$ cat config.mk
export PLATFORM = sky130hd
export DESIGN_NAME = bsg_manycore_edge_arb
export DESIGN_NICKNAME = d
export VERILOG_FILES = /design/src/rtl/bsg_manycore_edge_arb.sv
export SDC_FILE = /design/constraint.sdc
export NUM_CORES = 1
export LEC_CHECK = 0
export ABC_AREA = 1
export BUFFER_PORTS_ARGS = -buffer_cell sky130_fd_sc_hd__buf_2
export CAP_MARGIN = 20
export CORE_MARGIN = 1
export CORE_UTILIZATION = 41
export CTS_CLUSTER_DIAMETER = 50
export CTS_CLUSTER_SIZE = 24
export DETAILED_ROUTE_END_ITERATION = 7
export GPL_ROUTABILITY_DRIVEN = 0
export MAX_ROUTING_LAYER = met4
export PLACE_DENSITY_LB_ADDON = 0.12
export SYNTH_ARGS = -nofsm -noshare
export SYNTH_HDL_FRONTEND = slang
export SYNTH_SLANG_ARGS = --single-unit
$ cat constraint.sdc
create_clock -name clk_i -period 4.9 [get_ports clk_i]
set_input_delay 0.98 -clock clk_i [delete_from_list [all_inputs] [get_ports clk_i]]
set_output_delay 0.98 -clock clk_i [all_outputs]
set_load 0.01 [all_outputs]
$ cat src/rtl/bsg_manycore_edge_arb.sv
// Round-robin share of one mesh edge link among requesters, with per-requester outstanding limits.
// Latency 1 cycle input-to-v_o; no grant while the output stage is full and ready_i is low.
module bsg_manycore_edge_arb #(
    parameter int num_req_p      = 4,
    parameter int packet_width_p = 32,
    parameter int max_out_p      = 4,
    parameter int id_width_lp    = (num_req_p > 1) ? $clog2(num_req_p) : 1,
    parameter int cnt_width_lp   = (max_out_p + 1 > 1) ? $clog2(max_out_p + 1) : 1
) (
    input  logic                                clk_i,
    input  logic                                reset_i,
    input  logic [num_req_p*packet_width_p-1:0] req_data_i,
    input  logic [num_req_p-1:0]                req_v_i,
    output logic [num_req_p-1:0]                req_ready_o,
    output logic [packet_width_p-1:0]           data_o,
    output logic                                v_o,
    input  logic                                ready_i,
    input  logic                                ret_v_i,
    input  logic [id_width_lp-1:0]              ret_id_i,
    output logic [num_req_p*cnt_width_lp-1:0]   out_cnt_o,
    output logic                                idle_o,
    output logic                                err_o
);

    logic [packet_width_p-1:0] data_q;
    logic                      v_q;
    logic [id_width_lp-1:0]    rr_q;
    logic [cnt_width_lp-1:0]   cnt_q [num_req_p];
    logic                      err_q;

    logic                      can_load;
    logic [num_req_p-1:0]      eligible;
    logic [num_req_p-1:0]      grant;
    logic                      grant_any;
    logic [id_width_lp-1:0]    grant_id;
    logic                      found;
    int                        idx;

    logic [31:0]               ret_id_ext;
    logic                      ret_bad_id;
    logic                      ret_underflow;
    logic [num_req_p-1:0]      ret_dec;
    logic                      cnt_all_zero;

    assign can_load = ~v_q | ready_i;

    // Eligibility looks only at the registered count, so a same-cycle return cannot unlock a grant.
    always_comb begin
        eligible = '0;
        for (int i = 0; i < num_req_p; i++) begin
            eligible[i] = req_v_i[i] & (cnt_q[i] < cnt_width_lp'(max_out_p));
        end
    end

    always_comb begin
        grant    = '0;
        grant_id = '0;
        found    = 1'b0;
        idx      = 0;
        for (int k = 0; k < num_req_p; k++) begin
            idx = int'(rr_q) + k;
            if (idx >= num_req_p) idx = idx - num_req_p;
            if (!found && eligible[idx]) begin
                found    = 1'b1;
                grant_id = id_width_lp'(idx);
            end
        end
        if (found && can_load && !reset_i) grant[grant_id] = 1'b1;
    end

    assign grant_any   = |grant;
    assign req_ready_o = grant;

    // Returns: decode per requester; out-of-range ids and underflows only flag an error.
    assign ret_id_ext = 32'(ret_id_i);
    assign ret_bad_id = ret_v_i & (ret_id_ext >= 32'(num_req_p));

    always_comb begin
        ret_dec       = '0;
        ret_underflow = 1'b0;
        for (int i = 0; i < num_req_p; i++) begin
            if (ret_v_i && ret_id_ext == 32'(i)) begin
                if (cnt_q[i] != '0) ret_dec[i] = 1'b1;
                else                ret_underflow = 1'b1;
            end
        end
    end

    always_ff @(posedge clk_i) begin
        if (reset_i) begin
            data_q <= '0;
            v_q    <= 1'b0;
            rr_q   <= '0;
            err_q  <= 1'b0;
        end else begin
            if (grant_any) begin
                data_q <= req_data_i[grant_id*packet_width_p +: packet_width_p];
                v_q    <= 1'b1;
                rr_q   <= (int'(grant_id) == num_req_p - 1) ? '0 : grant_id + 1'b1;
            end else if (ready_i) begin
                v_q <= 1'b0;
            end
            if (ret_bad_id || ret_underflow) err_q <= 1'b1;
        end
    end

    always_ff @(posedge clk_i) begin
        for (int i = 0; i < num_req_p; i++) begin
            if (reset_i) begin
                cnt_q[i] <= '0;
            end else if (grant[i] && !ret_dec[i]) begin
                cnt_q[i] <= cnt_q[i] + 1'b1;
            end else if (!grant[i] && ret_dec[i]) begin
                cnt_q[i] <= cnt_q[i] - 1'b1;
            end
        end
    end

    always_comb begin
        cnt_all_zero = 1'b1;
        out_cnt_o    = '0;
        for (int i = 0; i < num_req_p; i++) begin
            out_cnt_o[i*cnt_width_lp +: cnt_width_lp] = cnt_q[i];
            if (cnt_q[i] != '0) cnt_all_zero = 1'b0;
        end
    end

    assign data_o = data_q;
    assign v_o    = v_q;
    assign err_o  = err_q;
    assign idle_o = ~v_q & cnt_all_zero;

endmodule

==> results of run 1 <==
==> per-layer routing <==
| metal | vias up | wire, um | share of wire [%] |
|---|---|---|---|
| li1 | 2643 | - | - |
| met1 | 2299 | 5607 | 44 |
| met2 | 192 | 6124 | 48 |
| met3 | 27 | 824 | 6.4 |
| met4 | 0 | 243 | 1.9 |
| met5 | - | 0 | 0 |
==> path summary, 6_finish.rpt <==
path	start	to	cells after the start
setup / recovery	req_v_i[3]	req_ready_o[0]	11
hold / removal	data_o[5]	data_o[5]	4
setup reg to reg	rr_q[0]	cnt_q[2][2]	14
hold reg to reg	data_o[5]	data_o[5]	4
==> power by group through the flow <==
stage	Sequential [mW]	Clock (mW)	Combinational (mW)
floorplan	0.721	0	2.10
detailed placement	0.683	0	2.72
global placement	0.675	0	2.70
global route	0.694	0.329	3.10
CTS	0.675	0.317	2.73
finish	0.674	0.305	2.72
==> cell usage after synthesis <==
library cell and n:
nand4_2 1, nand3_1 126, nand2_2 4, inv_1 223, nor2_4 1, nor2_2 1, o22ai_1 3, nor4_1 3
buf_2 33, buf_1 1, nand3_2 1, buf_6 7, nand3b_1 1, dfxtp_1 36, nor3_1 4, a31oi_1 1
inv_2 1, o21ai_1 20, inv_4 2, ha_1 13, clkbuf_1 4, o21ai_0 19, xnor2_1 7, o211ai_1 2
fa_1 1, o21ai_2 1, a21oi_1 9, buf_4 2, nand2_1 132, edfxtp_1 12, nor2_1 7, nand4_1 66
==> sequential cells by signal, summed over array words and instances (netlist names) <==
name / count
v_o: 1
cnt_q: 12
data_o: 32
err_o: 1
rr_q: 2
==> layout make-up <==
class / instances / area share (%)
flip-flops and latches: 48 / 19.72
clock buffers: 5 / 1.255
multi-input cells: 423 / 40.74
well taps: 136 / 3.104
clock inverters: 3 / 0.8446
repair buffers: 198 / 18.76
inverters: 226 / 15.57
==> worst max-delay path: cells and delay by family <==
kind / cells / cell delay (ns)
AO/OA/AOI/OAI: 1 / 0.65
adder cells (fa/ha/maj): 1 / 0.32
buffers and inverters: 3 / 0.31
AND/OR/NAND/NOR: 6 / 0.65
==> kinds of logic (layout without fill, tap and decap cells) <==
kind of cell / count (synthesis) / in the layout / synth area share, %
AO/OA/AOI/OAI: 55 / 55 / 6.537
XOR/XNOR: 7 / 7 / 1.387
adder cells (fa/ha/maj): 14 / 14 / 4.131
buffers and inverters: 273 / 432 / 25.58
flip-flops: 48 / 48 / 24.45
AND/OR/NAND/NOR: 347 / 347 / 37.92
==> stage by stage <==
| stage | cells | util [%] |
|---|---|---|
| 2_1_floorplan | 744 | - |
| 4_1_cts | 1039 | 52.86 |
| 3_3_place_gp | 1031 | 51.75 |
| 3_5_place_dp | 1031 | 51.75 |
| 5_1_grt | 1039 | 52.86 |
| 6_report | 1039 | 52.86 |
==> summary.md, run 1 <==
| Metric | Value |
|---|---|
| Internal power | `1.672 mW` |
| Die ar. | `~0.011 mm2` |
| Clk pwr share | `8.2%` |
| Critical path class | `in2out` |
| Horiz. Die Dim | `between 100 and 150 um` |
| IO Pins | `around 190` |
| Nets | `1054` |
| Pins over their slew limit | `0` |
| Place WS | `about 0.99 ns` |
| Worst rel slew slack | `a little under half` |
| First-pass GRT wire length | `roughly 22000 um` |
| CP endpoint kind | `output port` |
| Congestion Overflow GR | `0` |
| Antenna cells | `0` |
| Max clock buf depth | `2` |
| Clock Skew | `0.01401 ns` |
| Netlist cell types | `32` |
| Fill count | `~1.1k` |
| Sw Pwr | `about 2.0 mW` |
| Fin crit share | `roughly four fifths` |
| Static leakage | `3.544 nW` |
| Post-cts resize count | `0` |
| Arr. time, crit path | `between 2 and 3 ns` |
| Critical path, cell by cell | `buf_2, nand3_1, nand3_1, nand2_2, nand3b_1, nand2_1, o21ai_2, ha_1, nand2_1, inv_1, buf_2` |
| Top Usage Layer GRT | `met2` |
| Initial antenna violation count | `0` |
| Clk_lat worst skew | `0.31 ns` |
| Drt wl/cell | `12.32 um` |
| Vias in the first global route | `4860` |
| Commonest cells after routing, fill and taps aside | `inv_1, buf_2, nand2_1` |
| Hold Buf Count CTS | `0` |
| Post-synth top area share | `between 10% and 20%` |
| Grt met3 use | `under 10%` |
| Worst Tran Pin Value | `between 0.7 and 0.8 ns` |
| Min Hold Slack | `between 0.5 and 0.6 ns` |
| Worst stage delay on the critical path | `about 0.65 ns` |
| Final setup violation count | `0` |
| Sequential-to-total area share from yosys stat | `24.45%` |
| FF+latch count, synth | `48` |
| WL final | `12800 um` |
| CTS tree | `done` |
| Maximum clock frequency | `256.0 MHz` |
| Max Fanout on Critical Path | `19` |
| RSZ-0062 raised after global routing | `no` |
| Post-Synthesis Cells | `between 700 and 800` |
| Final worst path period need | `just under 4 ns` |
| Mapped Area | `roughly 0.0044 mm2` |
| Design Power | `around 3.7 mW` |
| R2R setup slack | `about 1.5 ns` |
| CP max-delay cell | `o21ai_2` |
| Reg area | `0.001081 mm2` |
| P&R area growth vs syn | `23.97%` |
| Area leader, netlist | `inv_1` |
| Largest cells by area after synthesis | `inv_1, dfxtp_1, nand3_1, nand2_1, nand4_1` |
| Commonest non-fill, non-tap cell in the layout | `inv_1` |
| Starting density of the core | `a little over two fifths` |
| Drc violations | `0` |
| Initial DRT Pass Iterations | `5` |
| Hold Violations, Final | `0` |
| Ratio of cells with drive above 1 in the final layout | `around a quarter` |
| Worst Path Required | `~3.9 ns` |
| Row cnt | `37` |
| PortBufs | `between 150 and 200` |
| Placed cell areas | `between 0.005 and 0.006 mm2` |
| Postcts setup bufs | `0` |
| Critical Path Start Type | `primary input` |
| Fin worst setup slack | `between 0.9 and 1 ns` |
| Net count of the mapped netlist | `between 800 and 900` |
| Via Count | `a little over 5k` |
| Sequential Power Share | `between 15 and 20%` |
| Core ar. | `between 0.01 and 0.015 mm2` |
| Part of the power in combinational logic | `73.5%` |
| Met2 usage | `approximately 39%` |
| Htree depth | `2` |
| Largest net degree at the start of global routing | `65` |
| Initial DRC count | `just under 300` |
| Die height | `105.9 um` |
| Grt met1 use | `29.81%` |
| Power density over the cells | `a little under 700 mW/mm2` |
| Run status | `finished, final reports clean` |
| Total negative slack | `0 ns` |
| Clk sinks | `48` |
| Area of the multi-input gates | `between 0.002 and 0.0025 mm2` |
| Total Routing Usage GR | `a little under a quarter` |
| MaxCap Viol Count | `0` |
| DR vias/cell | `between 4 and 5` |
| Clock Pin Slew Worst Setup and Hold Paths | `0.10 ns` |
| Post-DP HPWL | `~9600 um` |
| Switching Share | `about 55%` |
| Final standard cell area without fillers | `0.005482 mm2` |
| Syn. warnings | `0` |
| CTS root buffer | `clkbuf_8` |
| Mean post-synth cell area | `a little under 6 um2` |
| Antenna-violating nets left | `0` |
| Worst vdd ir | `approximately 0.00046 V` |
| CTS buffer count | `5` |
| Worst hold-check path type | `reg2reg` |
(Power assumes the default switching activity.)
==> run 2, diff against run 1 <==
- clock period: 4.9 -> 3.4 ns (I/O delays scaled with it)
==> summary.md, run 2 (synthesis results as in run 1) <==
| Metric | Value |
|---|---|
| MaxCap Viol Count | `0 (unchanged)` |
| Area of the multi-input gates | `0.002233 mm2 (unchanged)` |
| Non-filler cells, final | `1043 (+0.38%)` |
| Congestion Overflow GR | `0 (unchanged)` |
| Arr. time, crit path | `2.43 ns (-0.50 ns)` |
| Die ar. | `0.01120 mm2 (unchanged)` |
| Clock Pin Slew Worst Setup and Hold Paths | `0.09 ns (about the same)` |
| Nets | `1058 (+0.38%)` |
| CP Launch Point | `rr_q[0]` |
| Fill count | `1093 (-3.6%)` |
| Placed cell areas | `0.005396 mm2 (+0.56%)` |
| Total Routing Usage GR | `24.83% (+1.0 points)` |
| Commonest non-fill, non-tap cell in the layout | `inv_1` |
| Max Fanout on Critical Path | `9 (-10)` |
| Max clock buf depth | `2 (unchanged)` |
| Reg area | `0.001081 mm2 (unchanged)` |
| Max reg flops | `32 (unchanged)` |
| Critical path, cell by cell | `inv_4, nand3_1, nand3_1, nand2_2, nand3_2, nor2_2, nor2_1, nor2_4, ha_1, inv_1, nor2_1, buf_2` |
| Hold Crit Depth | `4 (unchanged)` |
| Total negative slack | `0 ns (unchanged)` |
| Worst hold-check path type | `reg2reg` |
| Static leakage | `3.561 nW (+0.49%)` |
| RSZ-0062 raised after global routing | `no` |
| Worst Path Required | `2.72 ns (-1.20 ns)` |
| Starting density of the core | `42.64% (unchanged)` |
| CTS root buffer | `clkbuf_8` |
| Hold Violations, Final | `0 (unchanged)` |
| Worst vdd ir | `0.0005352 V (+17%)` |
| Drt wl/cell | `12.58 um (+2.2%)` |
| Initial DRT Pass Iterations | `5 (unchanged)` |
| First-pass GRT wire length | `22380 um (+4.0%)` |
| Maximum clock frequency | `approximately 320 MHz` |
| Vias in the first global route | `5004 (+3.0%)` |
| IO Pins | `189 (unchanged)` |
| Placed cell count | `1035 (+0.39%)` |
| CP max-delay cell | `dfxtp_1` |
| Post-DP HPWL | `9731 um (+1.4%)` |
| P&R area growth vs syn | `24.56%` |
| Worst rel slew slack | `55.38% (+8.6 points)` |
| Htree depth | `2 (unchanged)` |
| Buf/Inv on CP | `3 (unchanged)` |
| Row cnt | `37 (unchanged)` |
| Clk sinks | `48 (unchanged)` |
| Antenna-violating nets left | `0 (unchanged)` |
| Antenna cells | `0 (unchanged)` |
| Post-cts resize count | `0 (unchanged)` |
| Commonest cells after routing, fill and taps aside | `inv_1, buf_2, nand2_1` |
| Drc violations | `0 (unchanged)` |
| Power density over the cells | `980.1 mW/mm2 (+45%)` |
| CTS buffer count | `5 (unchanged)` |
| Critical R2R Launch | `rr_q[0]` |
| Clk_lat worst skew | `0.31 ns (about the same)` |
| Largest net degree at the start of global routing | `65 (unchanged)` |
| Initial DRC count | `375 (+26%)` |
| Ratio of cells with drive above 1 in the final layout | `24.92% (+0.33 points)` |
| CTS tree | `done` |
| Final standard cell area without fillers | `0.005508 mm2 (+0.48%)` |
| Core ar. | `0.01037 mm2 (unchanged)` |
| Place WS | `0.3676 ns (-0.6197 ns)` |
| Fin crit share | `between 90 and 100%` |
| Fin worst setup slack | `0.2914 ns (-0.7026 ns)` |
| Initial antenna violation count | `0 (unchanged)` |
| Via Count | `5234 (+1.4%)` |
| Final setup violation count | `0 (unchanged)` |
| DR vias/cell | `5.018 (+1.0%)` |
| Final worst path period need | `3.109 ns` |
| Horiz. Die Dim | `105.9 um (unchanged)` |
| Worst stage delay on the critical path | `0.56 ns (-0.09 ns)` |
| Hold Buf Count CTS | `0 (unchanged)` |
| Post-layout util | `53.11% (+0.25 points)` |
| Hold Path Origin | `data_o[0]` |
| R2R setup slack | `0.48 ns (-1.06 ns)` |
| Reg2reg end | `cnt_q[2][2]` |
| Run status | `finished, final reports clean` |
| Design Power | `5.398 mW (+46%)` |
| Family with the most delay on the worst path | `simple AND/OR/NAND/NOR gates` |
| Worst Tran Pin Value | `0.6693 ns (-0.1288 ns)` |
| Critical path class | `reg2out` |
| Pins over their slew limit | `0 (unchanged)` |
| PortBufs | `188 (unchanged)` |
| Critical Path Start Type | `flip-flop` |
| Die height | `105.9 um (unchanged)` |
| Clock Skew | `0.01051 ns (-0.003498 ns)` |
| Min Hold Slack | `0.5551 ns (-0.0003340 ns)` |
| WL final | `13130 um (+2.5%)` |
| CP endpoint kind | `output port` |
| Postcts setup bufs | `0 (unchanged)` |
| Worst r2r path cells | `14 (unchanged)` |
| Worst hold endpoint | `data_o[0]` |
==> run 2: changes by cell type in the layout (fill, tap and decap cells not counted) <==
cell      before  now
buf_4          9   13
clkinv_2       0    1
inv_6          1    0
==> run 2: metal layers <==
metal  vias up  routed length [um]  track usage (%)
li1       2645                   -                -
met4         0                 247            7.540
met3        26                 983            3.834
met1      2335                5632            31.40
met5         -                   0                -
met2       228                6262            40.76
==> run 2: tightest hold or removal path: cells and delay by family (launching register included) <==
kind / cells / cell delay (ns)
and+or+nand+nor: 1 / 0.04
DFF: 1 / 0.34
AOI/OAI and AO/OA: 1 / 0.07
buffers and inverters: 2 / 0.09
==> run 2: how the worst max path moves through the flow <==
stage | end | slack, ns | depth (start not counted)
final | req_ready_o[2] | 0.29 | 12
after global routing | req_ready_o[1] | 0.06 | 14
after floorplan | cnt_q[2][2] | 0.41 | 14
after CTS | req_ready_o[1] | 0.29 | 14
after detailed placement | cnt_q[2][2] | 0.37 | 14
after global placement | cnt_q[2][2] | 0.42 | 14
==> run 2: area by class of cell <==
cell class	count	area share, %
clock buffer	5	1.249
clock inverter	3	0.7724
inverter	226	15.49
timing repair buffer	202	19.22
sequential	48	19.63
tap	136	3.090
multi-input combinational	423	40.55
==> run 2: power by group <==
group	total (mW)	internal, mW	switching (mW)	leakage (nW)
clock	0.424	0.218	0.206	0.0541
combinational	4.00	1.39	2.61	3.08
sequential	0.971	0.826	0.145	0.424
total	5.40	2.44	2.96	3.56
==> run 3, diff against run 2 <==
--- a/config.mk
+++ b/config.mk
@@ -6,5 +6,4 @@
 export NUM_CORES = 1
 export LEC_CHECK = 0
-export ABC_AREA = 1
 export BUFFER_PORTS_ARGS = -buffer_cell sky130_fd_sc_hd__buf_2
 export CAP_MARGIN = 20
==> constraint.sdc (replaced) <==
create_clock -name clk_i -period 3.4 [get_ports clk_i]
set_input_delay 0.68 -clock clk_i [delete_from_list [all_inputs] [get_ports clk_i]]
set_output_delay 0.68 -clock clk_i [all_outputs]
set_load 0.05 [all_outputs]
==> summary.md, run 3 <==
| Metric | Value |
|---|---|
| Sequential Power Share | `28.8% (+11 points)` |
| Commonest cells after routing, fill and taps aside | `buf_2, o211ai_1, mux2i_1` |
| Placed cell areas | `0.004658 mm2 (-14%)` |
| Drc violations | `0 (unchanged)` |
| Static leakage | `2.259 nW (-37%)` |
| Commonest non-fill, non-tap cell in the layout | `buf_2` |
| Power density over the cells | `633.3 mW/mm2 (-35%)` |
| Post-layout util | `58.02% (+4.9 points)` |
| Worst vdd ir | `0.0003207 V (-40%)` |
| Hold Crit Depth | `2 (-2)` |
| Worst hold endpoint | `err_o` |
| Pins over their slew limit | `0 (unchanged)` |
| Switching Share | `50.40% (-4.4 points)` |
| MaxCap Viol Count | `0 (unchanged)` |
| Antenna-violating nets left | `0 (unchanged)` |
| Internal power | `1.490 mW (-39%)` |
| Initial DRC count | `91 (-76%)` |
| Final setup violation count | `0 (unchanged)` |
| Starting density of the core | `42.33% (-0.31 points)` |
| Final standard cell area without fillers | `0.004743 mm2 (-14%)` |
| Worst rel slew slack | `64.57% (+9.2 points)` |
| Clk sinks | `48 (unchanged)` |
| First-pass GRT wire length | `16150 um (-28%)` |
| Most common cell in the synthesized netlist | `o211ai_1` |
| Max Fanout on Critical Path | `9 (unchanged)` |
| WL final | `10010 um (-24%)` |
| Die height | `93.88 um (-11%)` |
| Place WS | `0.1835 ns (-0.1841 ns)` |
| Hold Buf Count CTS | `0 (unchanged)` |
| Antenna cells | `0 (unchanged)` |
| Htree depth | `2 (unchanged)` |
| Total Routing Usage GR | `23.81% (-1.0 points)` |
| Die ar. | `0.008813 mm2 (-21%)` |
| P&R area growth vs syn | `37.06%` |
| Syn. warnings | `0 (unchanged)` |
| Hold Path Origin | `err_o` |
| Largest cells by area after synthesis | `dfxtp_1, o211ai_1, mux2i_1, edfxtp_1, a21boi_0` |
| Ys async rst share | `0% (unchanged)` |
| Primary FF master, synth | `dfxtp_1` |
| Post-synth top area share | `20.82% (+1.9 points)` |
| PortBufs | `188 (unchanged)` |
| Arr. time, crit path | `2.43 ns (about the same)` |
| Post-synth EDFFs | `12 (unchanged)` |
| Max clock buf depth | `2 (unchanged)` |
| Critical Path Start Type | `flip-flop` |
| Run status | `finished, final reports clean` |
| Worst hold-check path type | `reg2reg` |
| Total negative slack | `0 ns (unchanged)` |
| Top cells by count, synth | `o211ai_1, mux2i_1, dfxtp_1, nand2_1, and3_1` |
| DR vias/cell | `5.318 (+6.0%)` |
| Largest net degree at the start of global routing | `65 (unchanged)` |
| CTS tree | `done` |
| CTS root buffer | `clkbuf_8` |
| Clock Skew | `0.004347 ns (-0.006166 ns)` |
| Initial antenna violation count | `0 (unchanged)` |
| Initial DRT Pass Iterations | `4 (-1)` |
| Post-cts resize count | `0 (unchanged)` |
| Net count of the mapped netlist | `541 (-40%)` |
| Row cnt | `33 (-11%)` |
| Area leader, netlist | `dfxtp_1` |
| Mapped Area | `0.003461 mm2 (-22%)` |
| Congestion Overflow GR | `0 (unchanged)` |
| Fin crit share | `91.46% (about the same)` |
| Critical R2R Launch | `cnt_q[2][2]` |
| Via Count | `3627 (-31%)` |
| Horiz. Die Dim | `93.88 um (-11%)` |
| Worst r2r path cells | `11 (-3)` |
| Ratio of cells with drive above 1 in the final layout | `39.51% (+15 points)` |
| Sequential-to-total area share from yosys stat | `31.24% (+6.8 points)` |
| Netlist cell types | `42 (+31%)` |
| Worst Path Required | `2.72 ns (about the same)` |
| Final worst path period need | `3.109 ns (+0.0009180 ns)` |
| Max reg flops | `32 (unchanged)` |
| Hold Violations, Final | `0 (unchanged)` |
| FF+latch count, synth | `48 (unchanged)` |
| Mean post-synth cell area | `8.897 um2 (+50%)` |
| RSZ-0062 raised after global routing | `no` |
| Post-Synthesis Cells | `389 (-48%)` |
| CTS buffer count | `5 (unchanged)` |
| R2R setup slack | `0.45 ns (-0.03 ns)` |
| Clk_lat worst skew | `0.30 ns (about the same)` |
| Reg2reg end | `data_o[1]` |
| Min Hold Slack | `0.4751 ns (-0.08003 ns)` |
| Postcts setup bufs | `0 (unchanged)` |
| Drt wl/cell | `14.68 um (+17%)` |
| Maximum clock frequency | `321.6 MHz (about the same)` |
| Core ar. | `0.008175 mm2 (-21%)` |
| Clk pwr share | `11.3% (+3.4 points)` |
| Sw Pwr | `1.514 mW (-49%)` |
| Fin worst setup slack | `0.2905 ns (-0.0009180 ns)` |
| Worst Tran Pin Value | `0.5304 ns (-0.1389 ns)` |
| CP endpoint kind | `output port` |
| Nets | `728 (-31%)` |
| Post-DP HPWL | `7730 um (-21%)` |
| IO Pins | `189 (unchanged)` |
| Vias in the first global route | `3429 (-31%)` |
| Critical path class | `reg2out` |
| Part of the power in combinational logic | `59.8% (-14 points)` |
| Clock Pin Slew Worst Setup and Hold Paths | `0.09 ns (about the same)` |
[run 3: cell types whose count changed in the layout (fill, tap and decap cells not counted), sizes merged, moves of 37 or more]
| cell | delta |
|---|---|
| o21ai | -39 |
| nand4 | -67 |
| nand3 | -119 |
| inv | -215 |
| o211ai | +62 |
| mux2i | +37 |
| nand2 | -102 |
[run 3: how the worst max path moves through the flow]
stage | from | to | depth (start not counted)
2_1_floorplan | cnt_q[0][2] | data_o[0] | 11
6_report | cnt_q[0][2] | req_ready_o[1] | 8
3_3_place_gp | req_v_i[2] | data_o[29] | 12
4_1_cts | cnt_q[0][2] | req_ready_o[1] | 8
5_1_grt | cnt_q[1][2] | req_ready_o[1] | 8
3_5_place_dp | req_v_i[2] | data_o[1] | 12
[run 3: kinds of logic after synthesis]
family                     share of synthesized area (%)
and+or+nand+nor                                    20.93
muxes                                              11.35
adders and majority gates                          5.279
buffers and inverters                              4.917
xor gates and xnor gates                          0.2531
DFF                                                31.24
AOI/OAI and AO/OA                                  26.03
[run 3: power groups by stage]
stage / combinational (mW) / sequential (mW) / clock, mW
after floorplan: 0.725 / 1.43 / 0
after global routing: 1.93 / 0.890 / 0.379
after detailed placement: 1.81 / 0.878 / 0
after global placement: 1.79 / 0.879 / 0
after CTS: 1.81 / 0.868 / 0.358
final: 1.80 / 0.867 / 0.341
[run 3: stage by stage]
step / total power, mW / std cells
2_1_floorplan: 2.154 / 389
3_3_place_gp: 2.666 / 674
3_5_place_dp: 2.690 / 674
4_1_cts: 3.040 / 682
5_1_grt: 3.197 / 682
6_report: 3.004 / 682
[run 3: cell type report]
| type | count | area, um2 |
|---|---|---|
| inverter | 11 | 41.29 |
| fill | 778 | 3432 |
| multi-input combinational | 298 | 2258 |
| timing repair buffer | 212 | 1146 |
| tap | 105 | 131.4 |
| clock inverter | 1 | 8.758 |
| sequential | 48 | 1081 |
| clock buffer | 7 | 76.32 |
[run 3: layer usage]
metal	up-vias	wire length [um]	GRT usage, %
met5	-	0	-
met4	0	127	5.513
met3	10	577	3.803
met2	135	4931	40.63
met1	1644	4377	29.48
li1	1838	-	-
[run 3: critical path: stages, from the launching register on]
cell and delay, ns:
edfxtp_1 0.53, nand3b_1 0.22, a311o_2 0.40, and2_2 0.21
inv_1 0.08, ha_1 0.17, buf_4 0.14, and2_1 0.13
buf_2 0.26
